### src/rtl/acquisition_sequencer.sv
// Periodic SPI acquisition trigger: issues one-cycle spi_start requests every divider+1 cycles.
// Define ACQ_SEQ_OVERRUN_COUNT_EN to add a saturating 16-bit skipped-tick counter port.
module acquisition_sequencer #(
    parameter int unsigned COUNT_WIDTH = 32
) (
    input  logic                   clk,
    input  logic                   resetn,
    input  logic [31:0]            divider,
    input  logic [COUNT_WIDTH-1:0] num_samples,
    input  logic                   start,
    input  logic                   stop,
    input  logic                   spi_busy,
    output logic                   spi_start,
    output logic                   running,
    output logic                   done,
    output logic [COUNT_WIDTH-1:0] sample_count,
    output logic                   overrun
`ifdef ACQ_SEQ_OVERRUN_COUNT_EN
    ,
    output logic [15:0]            overrun_count
`endif
);

    typedef enum logic [1:0] {
        StIdle,
        StRun,
        StDrain
    } state_e;

    state_e                 state_q, state_d;
    logic [31:0]            period_q, period_d;
    logic [31:0]            div_q, div_d;
    logic [COUNT_WIDTH-1:0] nsamp_q, nsamp_d;
    logic [COUNT_WIDTH-1:0] count_q, count_d;
    logic                   req_q, req_d;
    logic                   done_q, done_d;
    logic                   ovr_q, ovr_d;
`ifdef ACQ_SEQ_OVERRUN_COUNT_EN
    logic [15:0]            ovc_q, ovc_d;
`endif

    always_comb begin
        state_d  = state_q;
        period_d = period_q;
        div_d    = div_q;
        nsamp_d  = nsamp_q;
        count_d  = count_q;
        ovr_d    = ovr_q;
        req_d    = 1'b0;
        done_d   = 1'b0;
`ifdef ACQ_SEQ_OVERRUN_COUNT_EN
        ovc_d    = ovc_q;
`endif

        case (state_q)
            StIdle: begin
                if (start && !stop && divider != 32'd0) begin
                    state_d  = StRun;
                    div_d    = divider;
                    nsamp_d  = num_samples;
                    period_d = '0;
                    count_d  = '0;
                    ovr_d    = 1'b0;
`ifdef ACQ_SEQ_OVERRUN_COUNT_EN
                    ovc_d    = '0;
`endif
                end
            end

            StRun: begin
                if (period_q >= div_q) begin
                    period_d = '0;
                    if (!spi_busy) begin
                        req_d   = 1'b1;
                        count_d = count_q + COUNT_WIDTH'(1);
                        if (nsamp_q != '0 && count_d == nsamp_q) begin
                            state_d = StDrain;
                        end
                    end else begin
                        // Engine still busy at the trigger instant: skip, keep the cadence.
                        ovr_d = 1'b1;
`ifdef ACQ_SEQ_OVERRUN_COUNT_EN
                        if (ovc_q != 16'hFFFF) begin
                            ovc_d = ovc_q + 16'd1;
                        end
`endif
                    end
                end else begin
                    period_d = period_q + 32'd1;
                end
                // A coincident tick still issues its request before draining.
                if (stop) begin
                    state_d = StDrain;
                end
            end

            StDrain: begin
                // req_q blocks the cycle where the engine has not yet raised spi_busy.
                if (!req_q && !spi_busy) begin
                    state_d = StIdle;
                    done_d  = 1'b1;
                end
            end

            default: begin
                state_d = StIdle;
            end
        endcase
    end

    always_ff @(posedge clk or negedge resetn) begin
        if (!resetn) begin
            state_q  <= StIdle;
            period_q <= '0;
            div_q    <= '0;
            nsamp_q  <= '0;
            count_q  <= '0;
            req_q    <= 1'b0;
            done_q   <= 1'b0;
            ovr_q    <= 1'b0;
`ifdef ACQ_SEQ_OVERRUN_COUNT_EN
            ovc_q    <= '0;
`endif
        end else begin
            state_q  <= state_d;
            period_q <= period_d;
            div_q    <= div_d;
            nsamp_q  <= nsamp_d;
            count_q  <= count_d;
            req_q    <= req_d;
            done_q   <= done_d;
            ovr_q    <= ovr_d;
`ifdef ACQ_SEQ_OVERRUN_COUNT_EN
            ovc_q    <= ovc_d;
`endif
        end
    end

    assign spi_start    = req_q;
    assign running      = (state_q != StIdle);
    assign done         = done_q;
    assign sample_count = count_q;
    assign overrun      = ovr_q;
`ifdef ACQ_SEQ_OVERRUN_COUNT_EN
    assign overrun_count = ovc_q;
`endif

endmodule
### config.mk
export PLATFORM = sky130hd
export DESIGN_NAME = acquisition_sequencer
export DESIGN_NICKNAME = d
export VERILOG_FILES = /design/src/rtl/acquisition_sequencer.sv
export SDC_FILE = /design/constraint.sdc
export NUM_CORES = 1
export LEC_CHECK = 0
export BUFFER_PORTS_ARGS = -buffer_cell sky130_fd_sc_hd__buf_2
export CELL_PAD_IN_SITES_DETAIL_PLACEMENT = 0
export CELL_PAD_IN_SITES_GLOBAL_PLACEMENT = 1
export CORE_AREA = 2 2 143 145
export DETAILED_ROUTE_END_ITERATION = 8
export DIE_AREA = 0 0 145 147
export HOLD_SLACK_MARGIN = 0.03
export MAX_ROUTING_LAYER = met4
export PLACE_DENSITY_LB_ADDON = 0.1
export SKIP_CTS_REPAIR_TIMING = 1
export SYNTH_ARGS = -nofsm -noshare
export SYNTH_HDL_FRONTEND = slang
export SYNTH_SLANG_ARGS = --single-unit
### constraint.sdc
create_clock -name clk -period 3.1 [get_ports clk]
set_input_delay 0.62 -clock clk [delete_from_list [all_inputs] [get_ports clk]]
set_output_delay 0.62 -clock clk [all_outputs]
set_load 0.05 [all_outputs]
==> results by group, run 1 <==
STA
  • Worst Setup Slack, final: 124 ps
  • Worst clock skew: 13.5 ps
  • Final slew viol count: 0
  • Min Clock Period, post-route: 2980 ps
  • RSZ-0062 raised after global routing: true
  • Final hold violations: 0
  • Total negative slack: 0 ps
  • Worst-Margin Slew: 712 ps
  • Crit share post-route: 96.0%
  • Relative slew slack: 52.6%
  • Fmax: 336 MHz
  • Final setup violating endpoints: 0

Hold path
  • Hold/Removal Path Class: in2async

Critical path
  • Arr. time, crit path: 3290 ps
  • Worst R2R Setup Slack: 120 ps
  • Critical Path RT: 3410 ps
  • Critical Path End Type: register
  • Crit path cell chain: ha_2, nand3_1, nor3b_1, buf_4, and4_1, o21ai_0, a221oi_2, and4_1, a41oi_1, a21bo_1
  • Max stage delay on crit path: 470 ps
  • Slowest CP cell: dfrtp_1
  • Crit path kind: reg2reg
  • R2r startpoint: sample_count[0]$_DFFE_PN0P_
  • Reg2reg path depth: 10
  • Most frequent CP cell: and4_1
  • CP Max Fanout: 11
  • CP Launch Type: register
  • End of the worst register-to-register path: state_q[0]$_DFFE_PN0P_

Placed design
  • Post-DP HPWL: 15900 um
  • Placed cells: 1180
  • Port bufs: 104
  • Setup WS pre-CTS: -110 ps
  • Placed cell areas: 8830 um^2
  • Placer congestion estimate: 0.911

Die
  • Die width: 145 um
  • Die Area: 21300 um^2
  • Initial cell density of the core: 39.4%
  • Rows: 52
  • Io pins: 105
  • Die Ht: 147 um
  • Placeable Area: 19800 um^2

Pwr
  • Clk pwr share: 34.1%
  • Logic pwr share: 25.3%
  • Int Power: 4.03 mW
  • Sw Ratio: 32.6%
  • Maximum VDD drop: 0.000362 V
  • PD cells: 630 nW/um^2
  • Part of the power in registers: 40.6%
  • Net switching component of the power: 1.95 mW
  • Pwr Total: 5.98 mW
  • Leakage: 4.41 nW

Logic synthesis
  • Post-synthesis average cell area: 9.64 um^2
  • Number of flops mapped to enable cells by yosys: 0
  • Syn Nets: 915
  • Mapped Area: 7830 um^2
  • Post-synth top flop: dfrtp_1
  • Synth unique cells: 60
  • Ys Warns: 0
  • Fraction of registers with async set/reset: 100%
  • Yosys reg bits: 133
  • Syn Inst Count: 812
  • Sequential share of the synthesized area: 42.5%

Global route
  • Global-route wire length before repair: 35600 um
  • Pin count of the biggest net entering global routing: 70
  • Initial antenna violation count: 0
  • Vias in the first global route: 6675
  • GRT Residual Overflow: 0
  • Gr usage total: 21.6%

Drt
  • Final wirelength: 21800 um
  • Drt first pass iters: 5
  • Iter 0 DRT Violations: 483
  • Avg WL per Cell: 17.9 um
  • Post-route antenna net violation count: 0
  • Vias: 6726
  • DRC: 0
  • Via density: 5.53

Clocking
  • Clock Sink Count: 133
  • Root Buffer: clkbuf_16
  • Clk_lat worst skew: 430 ps
  • Clk slew on worst S/H paths: 60 ps
  • CTS Buf Count: 17
  • # H-tree levels: 4
  • Clock Tree Buf Depth: 2
  • CTS tree: done

Run
  • Max_cap viols: 0

Layout
  • # fillers: 1930
  • Layout cells sized above 1: 27.0%
  • Area delta synth->final: 21.3%
  • Most frequent cells in the layout: 133 x dfrtp_1, 103 x buf_2, 84 x o21ai_0, 65 x mux2_2, 57 x nor2_1
  • Net count, final: 1037
  • Final Non-Filler Cells: 1217
  • N_diodes: 0
  • Finished Cell Area: 9490 um^2
  • Most common cell after layout, fill and taps aside: dfrtp_1

Outcome
  • Status: finished, final reports clean
[critical path: cells and delay by family (launching register included)]
| family | cells | cell delay, ps |
|---|---|---|
| AO/OA/AOI/OAI | 4 | 900 |
| adder cells (fa/ha/maj) | 1 | 270 |
| buffers and inverters | 1 | 220 |
| flip-flops | 1 | 470 |
| AND/OR/NAND/NOR | 4 | 1000 |
[synthesized netlist by cell type, types with 2 or more instances]
cell type  number  area [um^2]
dfrtp_1       133         3330
o21ai_0        84          420
mux2_2         65          732
nor2_1         57          214
nand2_1        55          206
inv_1          43          161
ha_1           34          425
xnor2_1        33          289
nor4_1         28          175
clkbuf_1       27          101
a21oi_1        26          130
nand4_1        22          138
nand3_1        20          100
nor3_1         17         85.1
and3_1         16          100
xor2_1         14          123
a21o_1         11         82.6
a31oi_1        10         62.6
o31ai_1        10         75.1
and4_1          9         78.8
o41ai_1         7         61.3
or3_1           7         43.8
and2_1          6         37.5
a211oi_1        5         37.5
buf_2           5         25.0
buf_4           5         37.5
mux2i_1         5         50.1
o21a_1          5         37.5
a22o_1          4         35.0
nand2b_1        4         25.0
nor2b_1         4         25.0
nor3b_1         4         30.0
o211ai_1        3         22.5
or2_2           3         18.8
a2111oi_0       2         17.5
a22oi_1         2         15.0
a41oi_1         2         17.5
nor4_4          2         42.5
o21ai_1         2         10.0
[layer usage]
layer  part of all wire (%)  global-route usage [%]  wire length (um)  up-vias
met5                      0                       -                 0        -
met2                     42                    30.3              9200      182
li1                       -                       -                 -     3217
met4                    1.7                    7.13               376        0
met1                     51                    31.5             11200     3306
met3                    4.8                    3.94              1040       21
[how the worst max path moves through the flow]
stage                                start                           end  slack [ps]  cells after the start
2_1_floorplan  sample_count[2]$_DFFE_PN0P_        state_q[0]$_DFFE_PN0P_         210                     10
3_5_place_dp   sample_count[0]$_DFFE_PN0P_        state_q[0]$_DFFE_PN0P_        -110                      9
4_1_cts        sample_count[0]$_DFFE_PN0P_        state_q[0]$_DFFE_PN0P_        -140                      9
3_3_place_gp   sample_count[0]$_DFFE_PN0P_        state_q[0]$_DFFE_PN0P_        -120                      9
6_report       sample_count[0]$_DFFE_PN0P_        state_q[0]$_DFFE_PN0P_         120                     10
5_1_grt           period_q[10]$_DFFE_PN0P_  sample_count[19]$_DFFE_PN0P_         -60                      9
[final cells by class]
type	instances	area [um^2]	share of cell area, %
clock inverter	14	151	1.59
sequential	133	3330	35.1
inverter	43	161	1.70
tap	270	338	3.56
timing repair buffer	140	851	8.96
clock buffer	18	439	4.63
multi-input combinational	599	4230	44.5
[sequential cells by signal, indices dropped and copies added (netlist names)]
| signal | cells |
|---|---|
| div_q | 32 |
| done | 1 |
| nsamp_q | 32 |
| overrun | 1 |
| period_q | 32 |
| sample_count | 32 |
| spi_start | 1 |
| state_q | 2 |
[metrics by stage]
stage | utilization (%) | hold WS [ps]
3_3_place_gp | 44.5 | 475
5_1_grt | 47.8 | 269
4_1_cts | 47.5 | 246
6_report | 47.8 | 215
3_5_place_dp | 44.5 | 477
2_1_floorplan | - | 324
[power groups by stage]
stage               logic [mW]  clock network, mW  registers, mW
floorplan                 1.08                  0           2.33
global placement          1.47                  0           2.43
detailed placement        1.50                  0           2.45
CTS                       1.51               2.08           2.42
global route              1.71               2.17           2.48
finish                    1.52               2.04           2.43
[cells by family (layout without fill, tap and decap cells)]
kind of cell | after synthesis | count (layout) | synth area share (%)
mux | 70 | 70 | 9.99
flops | 133 | 133 | 42.5
compound gates | 186 | 186 | 14.7
buf+inv | 80 | 215 | 4.16
xor+xnor | 47 | 47 | 5.26
fa+ha+maj | 34 | 34 | 5.43
simple gates | 262 | 262 | 18.0
(Power assumes the default switching activity.)
==> inputs of run 2 (changes only) <==
--- a/config.mk
+++ b/config.mk
@@ -8,9 +8,9 @@
 export BUFFER_PORTS_ARGS = -buffer_cell sky130_fd_sc_hd__buf_2
 export CELL_PAD_IN_SITES_DETAIL_PLACEMENT = 0
 export CELL_PAD_IN_SITES_GLOBAL_PLACEMENT = 1
-export CORE_AREA = 2 2 143 145
+export CORE_AREA = 4 4 145 147
 export DETAILED_ROUTE_END_ITERATION = 8
-export DIE_AREA = 0 0 145 147
+export DIE_AREA = 0 0 149 151
 export HOLD_SLACK_MARGIN = 0.03
 export MAX_ROUTING_LAYER = met4
 export PLACE_DENSITY_LB_ADDON = 0.1
==> results by group, run 2 (synthesis gave the netlist of run 1 again) <==
Layout
  • Layout cells sized above 1: 26.9% (was 27.0%)
  • Most frequent cells in the layout: 133 x dfrtp_1, 103 x buf_2, 84 x o21ai_0, 65 x mux2_2, 57 x nor2_1 (unchanged)
  • Net count, final: 1030 (was 1037)
  • Final Non-Filler Cells: 1210 (was 1217)
  • Area delta synth->final: 21.6% (was 21.3%)
  • Most common cell after layout, fill and taps aside: dfrtp_1 (unchanged)
  • N_diodes: 0 (unchanged)

Critical path
  • Arr. time, crit path: 3240 ps (was 3290 ps)
  • CP Launch Type: register (unchanged)
  • R2r startpoint: sample_count[1]$_DFFE_PN0P_ (was sample_count[0]$_DFFE_PN0P_)
  • Critical path startpoint: sample_count[1]$_DFFE_PN0P_ (was sample_count[0]$_DFFE_PN0P_)
  • Critical Path RT: 3400 ps (was 3410 ps)
  • Critical Path End Type: register (unchanged)
  • CP Max Fanout: 6 (was 11)
  • Crit path kind: reg2reg (unchanged)

Global route
  • Initial antenna violation count: 0 (unchanged)
  • Global-route wire length before repair: 35900 um (was 35600 um)
  • Vias in the first global route: 6667 (was 6675)
  • Pin count of the biggest net entering global routing: 63 (was 70)
  • GRT Residual Overflow: 0 (unchanged)
  • Gr usage total: 20.7% (was 21.6%)

Clocking
  • Clk slew on worst S/H paths: 60 ps (about the same)
  • CTS Buf Count: 17 (unchanged)
  • # H-tree levels: 4 (unchanged)
  • Clk_lat worst skew: 420 ps (was 430 ps)
  • Clock Tree Buf Depth: 2 (unchanged)
  • Clock Sink Count: 133 (unchanged)
  • CTS tree: done (unchanged)
  • Root Buffer: clkbuf_16 (unchanged)

Drt
  • Post-route antenna net violation count: 0 (unchanged)
  • DRC: 0 (unchanged)
  • Via density: 5.48 (was 5.53)
  • Iter 0 DRT Violations: 378 (was 483)
  • Avg WL per Cell: 18.1 um (was 17.9 um)
  • Drt first pass iters: 7 (was 5)
  • Final wirelength: 21900 um (was 21800 um)
  • Vias: 6633 (was 6726)

Die
  • Io pins: 105 (unchanged)
  • Rows: 52 (unchanged)
  • Die width: 149 um (was 145 um)
  • Die Area: 22500 um^2 (was 21300 um^2)
  • Die Ht: 151 um (was 147 um)
  • Placeable Area: 19900 um^2 (was 19800 um^2)
  • Initial cell density of the core: 39.3% (was 39.4%)

Placed design
  • Port bufs: 104 (unchanged)
  • Setup WS pre-CTS: -42.5 ps (was -110 ps)
  • Placer congestion estimate: 0.856 (was 0.911)
  • Placed cells: 1175 (was 1180)
  • Post-DP HPWL: 16200 um (was 15900 um)

STA
  • Fmax: 340 MHz (was 336 MHz)
  • Total negative slack: 0 ps (unchanged)
  • Final hold violations: 0 (unchanged)
  • Worst-Margin Slew: 621 ps (was 712 ps)
  • Relative slew slack: 58.5% (was 52.6%)
  • Min Clock Period, post-route: 2940 ps (was 2980 ps)
  • Final setup violating endpoints: 0 (unchanged)
  • Worst Setup Slack, final: 162 ps (was 124 ps)
  • Worst clock skew: 12.1 ps (was 13.5 ps)
  • Crit share post-route: 94.8% (was 96.0%)
  • Final slew viol count: 0 (unchanged)

Outcome
  • Status: finished, final reports clean (unchanged)

Pwr
  • Maximum VDD drop: 0.000363 V (was 0.000362 V)
  • Pwr Total: 6.20 mW (was 5.98 mW)
  • PD cells: 651 nW/um^2 (was 630 nW/um^2)
  • Leakage: 4.38 nW (was 4.41 nW)

Run
  • Max_cap viols: 0 (unchanged)

Hold path
  • Hold/Removal Path Class: in2async (unchanged)
[run 2: where the power goes]
group	internal, mW	switching [mW]
registers	2.08	0.340
clock network	1.51	0.783
logic	0.721	0.755
[run 2: routing by layer]
layer | part of all wire [%] | GRT usage, % | vias to the layer above | wire length [um]
met4 | 0.84 | 4.99 | 0 | 184
li1 | - | - | 3207 | -
met1 | 51 | 30.6 | 3239 | 11200
met5 | 0 | - | - | 0
met3 | 4.3 | 3.32 | 13 | 950
met2 | 44 | 29.7 | 174 | 9640
[run 2: final cells by class]
type,count,area [um^2]
Fill cell,1954,10400
Multi-Input combinational cell,599,4250
Sequential cell,133,3330
Timing Repair Buffer,133,761
Clock buffer,21,480
Tap cell,270,338
Clock inverter,11,196
Inverter,43,165
[run 2: critical path: stages, from the launching register on]
cell,delay (ps)
dfrtp_1,420
ha_1,290
and3_1,270
and3_1,260
nor3b_1,80
nor4_2,240
o2111ai_1,300
nor4_2,410
buf_4,170
a41oi_1,150
a21bo_1,230
[run 2: final timing paths]
path / slack (ps) / cells past startpoint / endpoint
min in group clk: 430 / 2 / nsamp_q[8]$_DFFE_PN0P_
worst max-delay path: 160 / 10 / state_q[0]$_DFFE_PN0P_
worst max register to register: 160 / 10 / state_q[0]$_DFFE_PN0P_
worst min register to register: 490 / 1 / overrun$_DFFE_PN0P_
worst min-delay path: 180 / 1 / div_q[18]$_DFFE_PN0P_
max in group asynchronous: 1960 / 2 / period_q[0]$_DFFE_PN0P_
[run 2: stage by stage]
step	instance area, um^2	hold slack [ps]	utilization [%]
2_1_floorplan	7830	324	-
3_3_place_gp	8750	475	44.0
3_5_place_dp	8750	483	44.0
4_1_cts	9430	207	47.4
5_1_grt	9520	225	47.8
6_report	9520	185	47.8
==> inputs of run 3 (changes only) <==
--- a/config.mk
+++ b/config.mk
@@ -8,9 +8,9 @@
 export BUFFER_PORTS_ARGS = -buffer_cell sky130_fd_sc_hd__buf_2
 export CELL_PAD_IN_SITES_DETAIL_PLACEMENT = 0
 export CELL_PAD_IN_SITES_GLOBAL_PLACEMENT = 1
-export CORE_AREA = 4 4 145 147
+export CORE_AREA = 4 4 186 116
 export DETAILED_ROUTE_END_ITERATION = 8
-export DIE_AREA = 0 0 149 151
+export DIE_AREA = 0 0 190 120
 export HOLD_SLACK_MARGIN = 0.03
 export MAX_ROUTING_LAYER = met4
 export PLACE_DENSITY_LB_ADDON = 0.1
==> results by group, run 3 (synthesis gave the netlist of run 1 again) <==
Pwr
  • PD cells: 635 nW/um^2 (was 651 nW/um^2)
  • Pwr Total: 6.22 mW (was 6.20 mW)
  • Maximum VDD drop: 0.000442 V (was 0.000363 V)
  • Leakage: 4.54 nW (was 4.38 nW)

Layout
  • Most frequent cells in the layout: 131 x dfrtp_1, 103 x buf_2, 84 x o21ai_0, 65 x mux2_2, 57 x nor2_1 (was 133 x dfrtp_1, 103 x buf_2, 84 x o21ai_0, 65 x mux2_2, 57 x nor2_1)
  • Finished Cell Area: 9800 um^2 (was 9520 um^2)
  • N_diodes: 0 (unchanged)
  • Most common cell after layout, fill and taps aside: dfrtp_1 (unchanged)
  • Seq. cell area: 3330 um^2 (about the same)
  • Multi-input logic area: 4270 um^2 (was 4250 um^2)
  • Net count, final: 1060 (was 1030)
  • Layout cells sized above 1: 29.4% (was 26.9%)
  • Area delta synth->final: 25.3% (was 21.6%)
  • Final Non-Filler Cells: 1243 (was 1210)
  • # fillers: 1850 (was 1954)
  • Fin util: 49.6% (was 47.8%)

Drt
  • Final wirelength: 24400 um (was 21900 um)
  • Vias: 6899 (was 6633)
  • Iter 0 DRT Violations: 520 (was 378)
  • DRC: 0 (unchanged)
  • Via density: 5.55 (was 5.48)
  • Drt first pass iters: 5 (was 7)
  • Post-route antenna net violation count: 0 (unchanged)
  • Avg WL per Cell: 19.7 um (was 18.1 um)

Clocking
  • Clk_lat worst skew: 430 ps (was 420 ps)
  • CTS tree: done (unchanged)
  • Clock Sink Count: 133 (unchanged)
  • CTS Buf Count: 17 (unchanged)
  • Root Buffer: clkbuf_16 (unchanged)
  • # H-tree levels: 4 (unchanged)
  • Clk slew on worst S/H paths: 70 ps (was 60 ps)
  • Clock Tree Buf Depth: 2 (unchanged)

Critical path
  • Critical path startpoint: sample_count[10]$_DFFE_PN0P_ (was sample_count[1]$_DFFE_PN0P_)
  • Reg2reg path depth: 8 (was 10)
  • End of the worst register-to-register path: state_q[0]$_DFFE_PN0P_ (unchanged)
  • Worst R2R Setup Slack: 190 ps (was 160 ps)
  • Critical Path RT: 3420 ps (was 3400 ps)
  • Critical Path End Type: register (unchanged)
  • CP Max Fanout: 8 (was 6)
  • R2r startpoint: sample_count[10]$_DFFE_PN0P_ (was sample_count[1]$_DFFE_PN0P_)
  • Arr. time, crit path: 3230 ps (was 3240 ps)
  • Crit path kind: reg2reg (unchanged)
  • CP Launch Type: register (unchanged)

STA
  • Min Clock Period, post-route: 2910 ps (was 2940 ps)
  • Final setup violating endpoints: 0 (unchanged)
  • Worst-Margin Slew: 641 ps (was 621 ps)
  • RSZ-0062 raised after global routing: false
  • Worst Setup Slack, final: 188 ps (was 162 ps)
  • Final hold violations: 0 (unchanged)
  • Relative slew slack: 56.2% (was 58.5%)
  • Worst clock skew: 7.78 ps (was 12.1 ps)
  • Crit share post-route: 93.9% (was 94.8%)
  • Fmax: 343 MHz (was 340 MHz)
  • Final slew viol count: 0 (unchanged)

Placed design
  • Setup WS pre-CTS: -175 ps (was -42.5 ps)
  • Port bufs: 104 (unchanged)
  • Placed cell areas: 9030 um^2 (was 8750 um^2)
  • Post-DP HPWL: 18200 um (was 16200 um)
  • Placed cells: 1207 (was 1175)
  • Placer congestion estimate: 0.919 (was 0.856)

Die
  • Initial cell density of the core: 39.6% (was 39.3%)
  • Die width: 190 um (was 149 um)
  • Placeable Area: 19800 um^2 (was 19900 um^2)
  • Io pins: 105 (unchanged)
  • Die Area: 22800 um^2 (was 22500 um^2)
  • Die Ht: 120 um (was 151 um)
  • Rows: 40 (was 52)

Outcome
  • Status: finished, final reports clean (unchanged)

Global route
  • Gr usage total: 22.6% (was 20.7%)
  • Initial antenna violation count: 0 (unchanged)
  • GRT Residual Overflow: 0 (unchanged)
  • Global-route wire length before repair: 39200 um (was 35900 um)
  • Vias in the first global route: 6851 (was 6667)
  • Pin count of the biggest net entering global routing: 60 (was 63)

Run
  • Max_cap viols: 0 (unchanged)

Hold path
  • Hold/Removal Path Class: in2async (unchanged)
## run 3: changes by cell type in the layout (fill, tap and decap cells not counted), sizes merged
cell,previous run,this run
clkinv,1,2
clkinvlp,6,7
bufinv,5,4
clkbuf,21,18
inv,42,44
buf,133,163
## run 3: layer usage
metal,global-route usage (%),up-vias,routed length [um]
met1,35.1,3385,12700
met3,4.68,22,1730
met2,29.3,220,9680
met4,5.96,0,333
met5,-,-,0
li1,-,3272,-
## run 3: stage by stage
step | hold slack, ps | setup TNS, ps
5_1_grt | 196 | 0
6_report | 160 | 0
2_1_floorplan | 324 | 0
3_5_place_dp | 485 | -259
4_1_cts | 177 | -278
3_3_place_gp | 480 | -191
## run 3: how the worst max path moves through the flow
stage                                    to  slack [ps]
6_report             state_q[0]$_DFFE_PN0P_         190
5_1_grt        sample_count[26]$_DFFE_PN0P_           7
2_1_floorplan        state_q[0]$_DFFE_PN0P_         210
3_5_place_dp         state_q[0]$_DFFE_PN0P_        -180
4_1_cts              state_q[0]$_DFFE_PN0P_        -180
3_3_place_gp         state_q[0]$_DFFE_PN0P_        -150
## run 3: worst max-delay path, cell delays in order (launching register included)
cell and delay (ps):
dfrtp_1 470, nand4_1 320, nor4_2 490, and4_1 320, o21ai_0 130, a221oi_2 380, and4_1 270, a41oi_1 190
a21bo_1 230
## run 3: cell type report
cell class | instances | area share, %
multi-input cells | 599 | 43.6
flip-flops and latches | 133 | 34.0
repair buffers | 163 | 10.8
clock buffers | 18 | 4.48
well taps | 273 | 3.48
clock inverters | 14 | 2.04
inverters | 43 | 1.68
## run 3: power breakdown
group	leakage (nW)	internal [mW]	switching, mW
Combinational	2.55	0.757	0.825
Sequential	1.70	2.08	0.341
Clock	0.291	1.37	0.844
Total	4.54	4.21	2.01
